==> src/rtl/mips_pkg.sv <==
// Shared definitions for the multi-cycle MIPS load path: opcodes, FSM states,
// and opcode classification helpers.
package mips_pkg;

    typedef enum logic [5:0] {
        OP_LB  = 6'b100000,
        OP_LH  = 6'b100001,
        OP_LWL = 6'b100010,
        OP_LW  = 6'b100011,
        OP_LBU = 6'b100100,
        OP_LHU = 6'b100101,
        OP_LWR = 6'b100110
    } opcode_t;

    typedef enum logic [2:0] {
        ST_IDLE    = 3'd0,
        ST_READ    = 3'd1,
        ST_CAPTURE = 3'd2,
        ST_WRITE   = 3'd3,
        ST_FAULT   = 3'd4
    } load_state_t;

    localparam logic [3:0] BYTEEN_ALL = 4'b1111;

    function automatic logic is_supported(input logic [5:0] op);
        logic ok;
        case (op)
            OP_LB, OP_LH, OP_LWL, OP_LW, OP_LBU, OP_LHU, OP_LWR: ok = 1'b1;
            default:                                             ok = 1'b0;
        endcase
        return ok;
    endfunction

    // LWL/LWR are unaligned by design, so only halfword/word loads can trap.
    function automatic logic is_misaligned(input logic [5:0] op, input logic [1:0] off);
        logic mis;
        case (op)
            OP_LH, OP_LHU: mis = off[0];
            OP_LW:         mis = (off != 2'b00);
            default:       mis = 1'b0;
        endcase
        return mis;
    endfunction

endpackage

==> src/rtl/load_writeback_unit_if.sv <==
// Avalon-MM read-only master bus used by the load write-back unit.
interface load_writeback_unit_if #(
    parameter int ADDR_W = 32,
    parameter int DATA_W = 32
);
    logic [ADDR_W-1:0] avm_address;
    logic              avm_read;
    logic [3:0]        avm_byteenable;
    logic              avm_waitrequest;
    logic [DATA_W-1:0] avm_readdata;

    modport master (
        output avm_address, avm_read, avm_byteenable,
        input  avm_waitrequest, avm_readdata
    );

    modport slave (
        input  avm_address, avm_read, avm_byteenable,
        output avm_waitrequest, avm_readdata
    );
endinterface

==> src/rtl/load_writeback_unit_aligner.sv <==
// Combinational lane extraction, sign/zero extension and LWL/LWR merge of a
// little-endian memory word into a 32-bit register value.
module load_aligner
    import mips_pkg::*;
(
    input  logic [5:0]  i_opcode,
    input  logic [1:0]  i_offset,
    input  logic [31:0] i_word,
    input  logic [31:0] i_rt_value,
    output logic [31:0] o_result
);

    logic [7:0]  w_byte;
    logic [15:0] w_half;

    // Select the addressed byte and halfword lanes.
    always_comb begin
        w_byte = 8'h00;
        case (i_offset)
            2'd0:    w_byte = i_word[7:0];
            2'd1:    w_byte = i_word[15:8];
            2'd2:    w_byte = i_word[23:16];
            2'd3:    w_byte = i_word[31:24];
            default: w_byte = 8'h00;
        endcase
        if (i_offset[1]) begin
            w_half = i_word[31:16];
        end else begin
            w_half = i_word[15:0];
        end
    end

    // Build the register value for each load flavour.
    always_comb begin
        o_result = 32'h0000_0000;
        case (i_opcode)
            OP_LB:  o_result = {{24{w_byte[7]}}, w_byte};
            OP_LBU: o_result = {24'h00_0000, w_byte};
            OP_LH:  o_result = {{16{w_half[15]}}, w_half};
            OP_LHU: o_result = {16'h0000, w_half};
            OP_LW:  o_result = i_word;
            OP_LWL: begin
                case (i_offset)
                    2'd0:    o_result = {i_word[7:0],  i_rt_value[23:0]};
                    2'd1:    o_result = {i_word[15:0], i_rt_value[15:0]};
                    2'd2:    o_result = {i_word[23:0], i_rt_value[7:0]};
                    default: o_result = i_word;
                endcase
            end
            OP_LWR: begin
                case (i_offset)
                    2'd0:    o_result = i_word;
                    2'd1:    o_result = {i_rt_value[31:24], i_word[31:8]};
                    2'd2:    o_result = {i_rt_value[31:16], i_word[31:16]};
                    default: o_result = {i_rt_value[31:8],  i_word[31:24]};
                endcase
            end
            default: o_result = 32'h0000_0000;
        endcase
    end

endmodule

==> src/rtl/load_writeback_unit.sv <==
// Memory-access and write-back phases of MIPS loads: one Avalon read, lane
// alignment, and a single-cycle register file write.
module load_writeback_unit
    import mips_pkg::*;
#(
    parameter int ADDR_W = 32,
    parameter int DATA_W = 32
) (
    input  logic              clk,
    input  logic              reset_n,
    input  logic              start,
    input  logic [5:0]        opcode,
    input  logic [ADDR_W-1:0] addr,
    input  logic [4:0]        rt_index,
    input  logic [DATA_W-1:0] rt_value,
    load_writeback_unit_if.master avm,
    output logic              busy,
    output logic              done,
    output logic              error,
    output logic              reg_write,
    output logic [4:0]        write_reg,
    output logic [DATA_W-1:0] write_data
);

    load_state_t       r_state;
    load_state_t       w_next_state;
    logic [5:0]        r_opcode;
    logic [ADDR_W-1:0] r_addr;
    logic [4:0]        r_rt_index;
    logic [DATA_W-1:0] r_rt_value;

    logic [ADDR_W-1:0] w_addr_src;
    logic [ADDR_W-1:0] w_address_nxt;
    logic              w_read_nxt;
    logic [3:0]        w_byteen_nxt;
    logic              w_busy_nxt;
    logic              w_done_nxt;
    logic              w_error_nxt;
    logic              w_reg_write_nxt;
    logic [4:0]        w_write_reg_nxt;
    logic [DATA_W-1:0] w_write_data_nxt;
    logic [DATA_W-1:0] w_aligned;

    load_aligner u_aligner (
        .i_opcode   (r_opcode),
        .i_offset   (r_addr[1:0]),
        .i_word     (avm.avm_readdata),
        .i_rt_value (r_rt_value),
        .o_result   (w_aligned)
    );

    // State register.
    always_ff @(posedge clk) begin
        if (!reset_n) begin
            r_state <= ST_IDLE;
        end else begin
            r_state <= w_next_state;
        end
    end

    // Request latch: captured only when a start is accepted in IDLE.
    always_ff @(posedge clk) begin
        if (!reset_n) begin
            r_opcode   <= 6'd0;
            r_addr     <= '0;
            r_rt_index <= 5'd0;
            r_rt_value <= '0;
        end else if (r_state == ST_IDLE && start) begin
            r_opcode   <= opcode;
            r_addr     <= addr;
            r_rt_index <= rt_index;
            r_rt_value <= rt_value;
        end
    end

    // Next-state logic.
    always_comb begin
        w_next_state = r_state;
        case (r_state)
            ST_IDLE: begin
                if (!start) begin
                    w_next_state = ST_IDLE;
                end else if (!is_supported(opcode) || is_misaligned(opcode, addr[1:0])) begin
                    w_next_state = ST_FAULT;
                end else begin
                    w_next_state = ST_READ;
                end
            end
            ST_READ: begin
                if (avm.avm_waitrequest) begin
                    w_next_state = ST_READ;
                end else begin
                    w_next_state = ST_CAPTURE;
                end
            end
            ST_CAPTURE: w_next_state = ST_WRITE;
            ST_WRITE:   w_next_state = ST_IDLE;
            ST_FAULT:   w_next_state = ST_IDLE;
            default:    w_next_state = ST_IDLE;
        endcase
    end

    // Output decode from the upcoming state, so every output is a flop aligned with r_state.
    always_comb begin
        if (r_state == ST_IDLE) begin
            w_addr_src = addr;
        end else begin
            w_addr_src = r_addr;
        end
        w_read_nxt       = (w_next_state == ST_READ);
        w_busy_nxt       = (w_next_state != ST_IDLE);
        w_done_nxt       = (w_next_state == ST_WRITE) || (w_next_state == ST_FAULT);
        w_error_nxt      = (w_next_state == ST_FAULT);
        w_address_nxt    = '0;
        w_byteen_nxt     = 4'b0000;
        w_reg_write_nxt  = 1'b0;
        w_write_reg_nxt  = 5'd0;
        w_write_data_nxt = '0;
        if (w_read_nxt) begin
            w_address_nxt = {w_addr_src[ADDR_W-1:2], 2'b00};
            w_byteen_nxt  = BYTEEN_ALL;
        end else begin
            w_address_nxt = '0;
            w_byteen_nxt  = 4'b0000;
        end
        if (w_next_state == ST_WRITE) begin
            w_reg_write_nxt  = (r_rt_index != 5'd0);
            w_write_reg_nxt  = r_rt_index;
            w_write_data_nxt = w_aligned;
        end else begin
            w_reg_write_nxt  = 1'b0;
            w_write_reg_nxt  = 5'd0;
            w_write_data_nxt = '0;
        end
    end

    // Output registers.
    always_ff @(posedge clk) begin
        if (!reset_n) begin
            avm.avm_address    <= '0;
            avm.avm_read       <= 1'b0;
            avm.avm_byteenable <= 4'b0000;
            busy               <= 1'b0;
            done               <= 1'b0;
            error              <= 1'b0;
            reg_write          <= 1'b0;
            write_reg          <= 5'd0;
            write_data         <= '0;
        end else begin
            avm.avm_address    <= w_address_nxt;
            avm.avm_read       <= w_read_nxt;
            avm.avm_byteenable <= w_byteen_nxt;
            busy               <= w_busy_nxt;
            done               <= w_done_nxt;
            error              <= w_error_nxt;
            reg_write          <= w_reg_write_nxt;
            write_reg          <= w_write_reg_nxt;
            write_data         <= w_write_data_nxt;
        end
    end

endmodule
==> src/flat_wrapper.sv <==
// flat-port wrapper written by rule: the top's interface ports become plain ports
module load_writeback_unit_flat import mips_pkg::*;
#(
    parameter int ADDR_W = 32,
    parameter int DATA_W = 32
)
  (clk, reset_n, start, opcode, addr, rt_index, rt_value, busy, done, error, reg_write, write_reg, write_data, avm_avm_address, avm_avm_read, avm_avm_byteenable, avm_avm_waitrequest, avm_avm_readdata);
  load_writeback_unit_if #(.ADDR_W(ADDR_W), .DATA_W(DATA_W)) avm_i ();
  input  logic clk;
  input  logic reset_n;
  input  logic start;
  input  logic [5:0] opcode;
  input  logic [ADDR_W-1:0] addr;
  input  logic [4:0] rt_index;
  input  logic [DATA_W-1:0] rt_value;
  output logic busy;
  output logic done;
  output logic error;
  output logic reg_write;
  output logic [4:0] write_reg;
  output logic [DATA_W-1:0] write_data;
  output wire logic [$bits(avm_i.avm_address)-1:0] avm_avm_address;
  output wire logic [$bits(avm_i.avm_read)-1:0] avm_avm_read;
  output wire logic [$bits(avm_i.avm_byteenable)-1:0] avm_avm_byteenable;
  input wire logic [$bits(avm_i.avm_waitrequest)-1:0] avm_avm_waitrequest;
  input wire logic [$bits(avm_i.avm_readdata)-1:0] avm_avm_readdata;
  assign avm_avm_address = avm_i.avm_address;
  assign avm_avm_read = avm_i.avm_read;
  assign avm_avm_byteenable = avm_i.avm_byteenable;
  assign avm_i.avm_waitrequest = avm_avm_waitrequest;
  assign avm_i.avm_readdata = avm_avm_readdata;
  load_writeback_unit #(.ADDR_W(ADDR_W), .DATA_W(DATA_W)) u_core (.clk(clk), .reset_n(reset_n), .start(start), .opcode(opcode), .addr(addr), .rt_index(rt_index), .rt_value(rt_value), .avm(avm_i), .busy(busy), .done(done), .error(error), .reg_write(reg_write), .write_reg(write_reg), .write_data(write_data));
endmodule
==> config.mk <==
export PLATFORM = sky130hd
export DESIGN_NAME = load_writeback_unit_flat
export DESIGN_NICKNAME = d
export VERILOG_FILES = /design/src/rtl/mips_pkg.sv /design/src/rtl/load_writeback_unit_if.sv /design/src/rtl/load_writeback_unit_aligner.sv /design/src/rtl/load_writeback_unit.sv /design/src/flat_wrapper.sv
export SDC_FILE = /design/constraint.sdc
export NUM_CORES = 1
export LEC_CHECK = 0
export BUFFER_PORTS_ARGS = -buffer_cell sky130_fd_sc_hd__clkbuf_2
export CAP_MARGIN = 20
export CELL_PAD_IN_SITES_DETAIL_PLACEMENT = 1
export CELL_PAD_IN_SITES_GLOBAL_PLACEMENT = 1
export CORE_ASPECT_RATIO = 1.4
export CORE_MARGIN = 2
export CORE_UTILIZATION = 39
export CTS_CLUSTER_DIAMETER = 50
export DETAILED_ROUTE_END_ITERATION = 8
export HOLD_SLACK_MARGIN = 0.02
export PLACE_DENSITY = 0.83
export SLEW_MARGIN = 20
export SYNTH_ARGS = -nofsm -noshare
export SYNTH_HDL_FRONTEND = slang
export SYNTH_HIERARCHICAL = 1
export SYNTH_SLANG_ARGS = --single-unit
==> constraint.sdc <==
create_clock -name clk -period 2 [get_ports clk]
set_input_delay 0.3 -clock clk [delete_from_list [all_inputs] [get_ports clk]]
set_output_delay 0.3 -clock clk [all_outputs]
set_load 0.01 [all_outputs]
; ---- Yosys cells after proc, flatten, opt, wreduce, memory -nomap -nowiden
; Cells that the tools add are included.
[op_classes]
eq_ne = 22
muxes = 17
reduce_logical = 13
[ops]
columns = cell, count
row1 = 32-bit one-hot mux with 7 select lines, 1
row2 = 32-bit one-hot mux with 3 select lines, 2
row3 = 6-bit == test (second input constant), 14
row4 = 32-bit 2-to-1 mux, 1
row5 = 8-bit one-hot mux with 4 select lines, 1
row6 = 16-bit 2-to-1 mux, 1
row7 = 3-bit one-hot mux with 3 select lines, 1
row8 = 7-bit OR reduction, 1
row9 = 3-bit by 1-bit == test with 1-bit output (second input constant), 2
row10 = 3-bit by 2-bit == test with 1-bit output (second input constant), 2
row11 = 3-bit 2-to-1 mux, 2
row12 = 1-bit 2-to-1 mux, 5
row13 = 5-bit nonzero test, 1
row14 = 2-bit == test (second input constant), 2
row15 = 4-bit 2-to-1 mux, 1
row16 = 2-bit AND reduction, 2
row17 = 3-bit == test (second input constant), 1
row18 = 3-bit logical NOT, 1
row19 = 3-bit nonzero test, 1
row20 = 2-bit by 1-bit == test with 1-bit output (second input constant), 1
row21 = 2-bit logical NOT, 1
row22 = 1-bit logical OR, 2
row23 = 2-bit 2-to-1 mux, 1
row24 = 1-bit one-hot mux with 2 select lines, 1
row25 = other kinds (4), 4
[totals]
reg_bits = 156
output_inout_bits = 78
elab_cells = 67

; ---- Longest topological paths before layout
[depth]
ltp_word = 12
depth_mapped = 8
mapped_depth_nobuf = 5

; ---- By module
; Netlist, hierarchy kept.
[by_module_without_submodules]
columns = module, n_inst, cells_per_inst, area_each_um2
row1 = load_writeback_unit, 1, 579, 5328.9
row2 = load_aligner, 1, 255, 1986.9

; ---- Worst setup path before layout
; No wires, ideal clock.
[synth_timing]
path_kind = register to register
startpoint = reg u_core.r_addr[0]
endpoint = reg u_core.write_data[30]
setup_time_ns = 0.115
arrival_time_ns = 1.740
required_ns = 1.885
slack_ns = 0.145
path_stages_with_launch = 7
cell_sequence = dfxtp_1 -> buf_2 -> buf_2 -> mux4_2 -> a22oi_1 -> o211ai_1 -> and2_1
[synth_between]
elab_chain_len = 3
word_cells_on_any_way = 8
cone_classes = eq/ne: 3 / mux: 4 / reduce/logical: 1
[synth_rtl]
columns = element, line
row1 = "start, declared", load_writeback_unit.sv:28  ; logic [ADDR_W-1:0] r_addr;
row2 = "start signal, assigned", load_writeback_unit.sv:70  ; r_addr <= addr;
row3 = 2-bit == test (tied with other cells), load_writeback_unit_aligner.sv:19  ; case (i_offset)
row4 = 8-bit one-hot mux with 4 select lines (tied with other cells), load_writeback_unit_aligner.sv:19
row5 = 32-bit one-hot mux with 7 select lines *, load_writeback_unit_aligner.sv:36  ; case (i_opcode)
row6 = via u_core.w_aligned[30], load_writeback_unit.sv:42  ; logic [DATA_W-1:0] w_aligned;
row7 = "end signal, assigned", load_writeback_unit.sv:158  ; write_data <= w_write_data_nxt;
row8 = "end, declared", load_writeback_unit.sv:22  ; output logic [DATA_W-1:0] write_data
; The timed path passes the listed nets; every way through them passes the cells marked *.
; A chain may end at the register's enable or synchronous reset.

; ---- Worst setup path in the final report
[layout_timing]
startpoint = reg u_core.r_addr[0]
endpoint = reg u_core.write_data[10]
; The elaborated chain is that of the path after synthesis.

==> run_results.csv <==
group,metric,value,unit
global_route,grt.overflow.total,0,
sta,post-route-min-period,1.96,ns
global_route,antenna_found_initial,1,
sta,tightest_slew,0.480,ns
synthesis,synth_mux_area_share,10.0,%
drt,drcViolationCount,0,
synthesis,yosysSeqAreaShare,41.0,%
power,comb_power_share,14.4,%
die,num_rows,59,
drt,drt_first_iter_violations,362,
synthesis,syn_inst,834,
placed_design,placed_cell_area,0.00864,sq mm
status,outcome,"completed",
clocking,cts.htree.levels,4,
critical_path,startpoint_type,"register",
die,core,0.0185,sq mm
cells_and_area,postLayoutCellArea,0.00922,sq mm
critical_path,crit_arrival,2.27,ns
clocking,postCtsHoldBufs,0,
worst_hold_path,hold_class,"input port to register",
cells_and_area,drive_gt1_share,29.3,%
sta,setup_viol,0,
cells_and_area,nets,1122,
critical_path,path_max_fanout,17,
critical_path,crit_type,"register to register",
synthesis,synth_xor_xnor_area_share,0,%
die,die-area,0.0199,sq mm
cells_and_area,largestRegisters,"u_core/r_addr x32, u_core/r_rt_value x32, u_core/write_data x32",
power,ir_drop,0.490,mV
placed_design,globalplace.congestion,0.967,
sta,rsz0062_at_grt,"no",
clocking,ctsResizeCount,0,
cells_and_area,antenna_cells,0,
clocking,cts_sinks,150,
placed_design,portBuffers,186,
drt,vias,6884,
global_route,grt_max_degree,61,
synthesis,synth_flop_cell,"dfxtp_1",
drt,dr.pass1.iters,5,
synthesis,synth_edf_count,0,
power,swShare,27.3,%
power,p_clk_share,42.1,%
power,sequentialPowerShare,43.5,%
clocking,cts_tree,"yes",
sta,final.period_utilization,97.8,%
sta,final-hold-violation-count,0,
synthesis,ys_ff_latch,150,
sta,max_freq,511,MHz
critical_path,required,2.31,ns
clocking,clk_latency,0.43,ns
drt,met3_length,1.63,mm
synthesis,syn_area_per_cell,8.77,sq um
sta,finalSetupTns,0,ns
synthesis,synth_top_family_by_area,"simple AND/OR/NAND/NOR gates",
critical_path,timing.critical_path.cells,"buf_12 -> mux4_2 -> and4_2 -> a311oi_1 -> o211ai_1 -> and2_1",
clocking,cts_made_buffers,17,
synthesis,syn_area,0.00732,sq mm
clocking,clkSlewWorstSetupHoldPaths,0.06,ns
clocking,clock-root-buffer,"clkbuf_16",
critical_path,cp_slowest_stage_delay,0.42,ns
power,p_int,5340,uW
drt,wl_met2,12.2,mm
power,p_per_area,797,mW/mm^2
die,ios,189,
synthesis,synth_cell_types,58,
placed_design,post-dp-hpwl,17.4,mm
die,die_y,166,um
drt,m1WireLength,8.63,mm
drt,antenna_left,0,
global_route,grtUsageTotal,24.1,%
drt,drt_wl_total,23.6,mm
synthesis,synth-simple-area-share,22.6,%
critical_path,crit_path_end_kind,"register",
clocking,cts_buffer_depth,2,
sta,slew_headroom,67.1,%
synthesis,synth_compound_area_share,20.5,%
cells_and_area,fill_cells,2232,
synthesis,yosysWarnings,6,
critical_path,crit_slowest_cell,"dfxtp_2",
die,start_util,39.6,%
cells_and_area,synthToLayoutAreaGrowth,26.0,%
sta,final.setup_skew,0.0120,ns
power,p_leak,0.00387,uW
clocking,postCtsSetupBuffers,0,
drt,wl_per_cell,18.6,um
global_route,grt_pass1_vias,7138,
global_route,grt_pass1_wl,37.5,mm
synthesis,synth-adder-area-share,0,%
synthesis,async_reset_ff_share,0,%
drt,maxUsedRoutingLayer,"met5",
die,dieWidth,120,um
job,max_cap_violations,0,
sta,report.final.slew_viol_count,0,
drt,viasPerCell,5.43,
power,switchingPower,2010,uW
## cell usage after synthesis (11+ instances only)
library cell,n,share of area (%)
a21boi_0,62,6.4
a21boi_1,13,1.3
a22oi_1,22,2.3
and2_1,40,3.4
buf_2,29,2.0
clkbuf_1,27,1.4
dfxtp_1,150,41
inv_1,12,0.62
mux2i_1,25,3.4
mux4_2,17,5.2
nand2_1,182,9.3
nand2b_1,35,3.0
nand3_1,11,0.75
nor2_1,45,2.3
o211ai_1,39,4.0
o21ai_0,15,1.0
## layer usage
layer / global-route usage [%] / vias up
met5: 0 / -
met4: 12.4 / 2
met3: 7.04 / 69
met2: 43.1 / 252
met1: 25.2 / 3310
li1: - / 3251
## critical path: cells and delay by family (launching register included)
family	cells	cell delay [ns]
AOI/OAI and AO/OA	2	0.42
buffers and inverters	1	0.19
DFF	1	0.42
muxes	1	0.32
and+or+nand+nor	2	0.50
## layout make-up
| type | count | area [sq um] | area share [%] |
|---|---|---|---|
| Multi-Input combinational cell | 601 | 3930 | 42.7 |
| Sequential cell | 150 | 3010 | 32.6 |
| Timing Repair Buffer | 228 | 1360 | 14.7 |
| Clock buffer | 20 | 447 | 4.85 |
| Tap cell | 244 | 305 | 3.31 |
| Clock inverter | 12 | 120 | 1.30 |
| Inverter | 13 | 48.8 | 0.529 |
## worst paths after layout
kind | from | to | slack [ns] | cells past startpoint
max | u_core/r_addr[0] | u_core/write_data[10] | 0.04 | 6
min reg2reg | u_core/r_rt_value[2] | u_core/r_rt_value[2] | 0.46 | 2
max reg2reg | u_core/r_addr[0] | u_core/write_data[10] | 0.04 | 6
min | rt_index[3] | u_core/r_rt_index[3] | 0.08 | 3
## per-stage QoR
stage | hold slack (ns) | worst slack, ns | power, uW | cells | util, %
3_3_place_gp | 0.441 | 0.134 | 4280 | 1236 | 46.8
5_1_grt | 0.0704 | 0.00487 | 7680 | 1268 | 49.9
6_report | 0.0849 | 0.0439 | 7350 | 1268 | 49.9
2_1_floorplan | 0.432 | 0.145 | 3890 | 835 | -
4_1_cts | 0.0725 | 0.0335 | 7440 | 1268 | 49.9
3_5_place_dp | 0.449 | 0.0549 | 4310 | 1236 | 46.8
## cells in the final DEF, fill, tap and decap left out, types with 6 or more instances in the layout
cell,synthesis,routed
inv_1,12,12
mux2_2,9,9
nor2_1,45,45
clkbuf_16,0,17
a21boi_0,62,62
a22oi_1,22,22
nor2b_1,6,6
and2_1,40,40
o211ai_1,39,39
a21oi_1,8,8
mux2i_1,25,25
o21ai_0,15,15
nand2_1,182,182
a21boi_1,13,13
buf_4,9,33
dfxtp_1,150,148
nand3_1,11,11
clkbuf_2,0,186
mux4_2,17,17
nand2b_1,35,35
buf_12,0,9
## logic make-up after synthesis
logic type             Yosys count
other                            1
AO/OA/AOI/OAI                  202
flip-flops                     150
AND/OR/NAND/NOR                346
buffers and inverters           84
multiplexers                    51
## power by group through the flow
stage	clock (uW)	sequential, uW	combinational, uW
after floorplan	0	3230	651
after global placement	0	3260	1020
after detailed placement	0	3270	1050
after CTS	3180	3200	1060
after global routing	3300	3210	1160
final	3090	3200	1060
(Power assumes the default switching activity.)
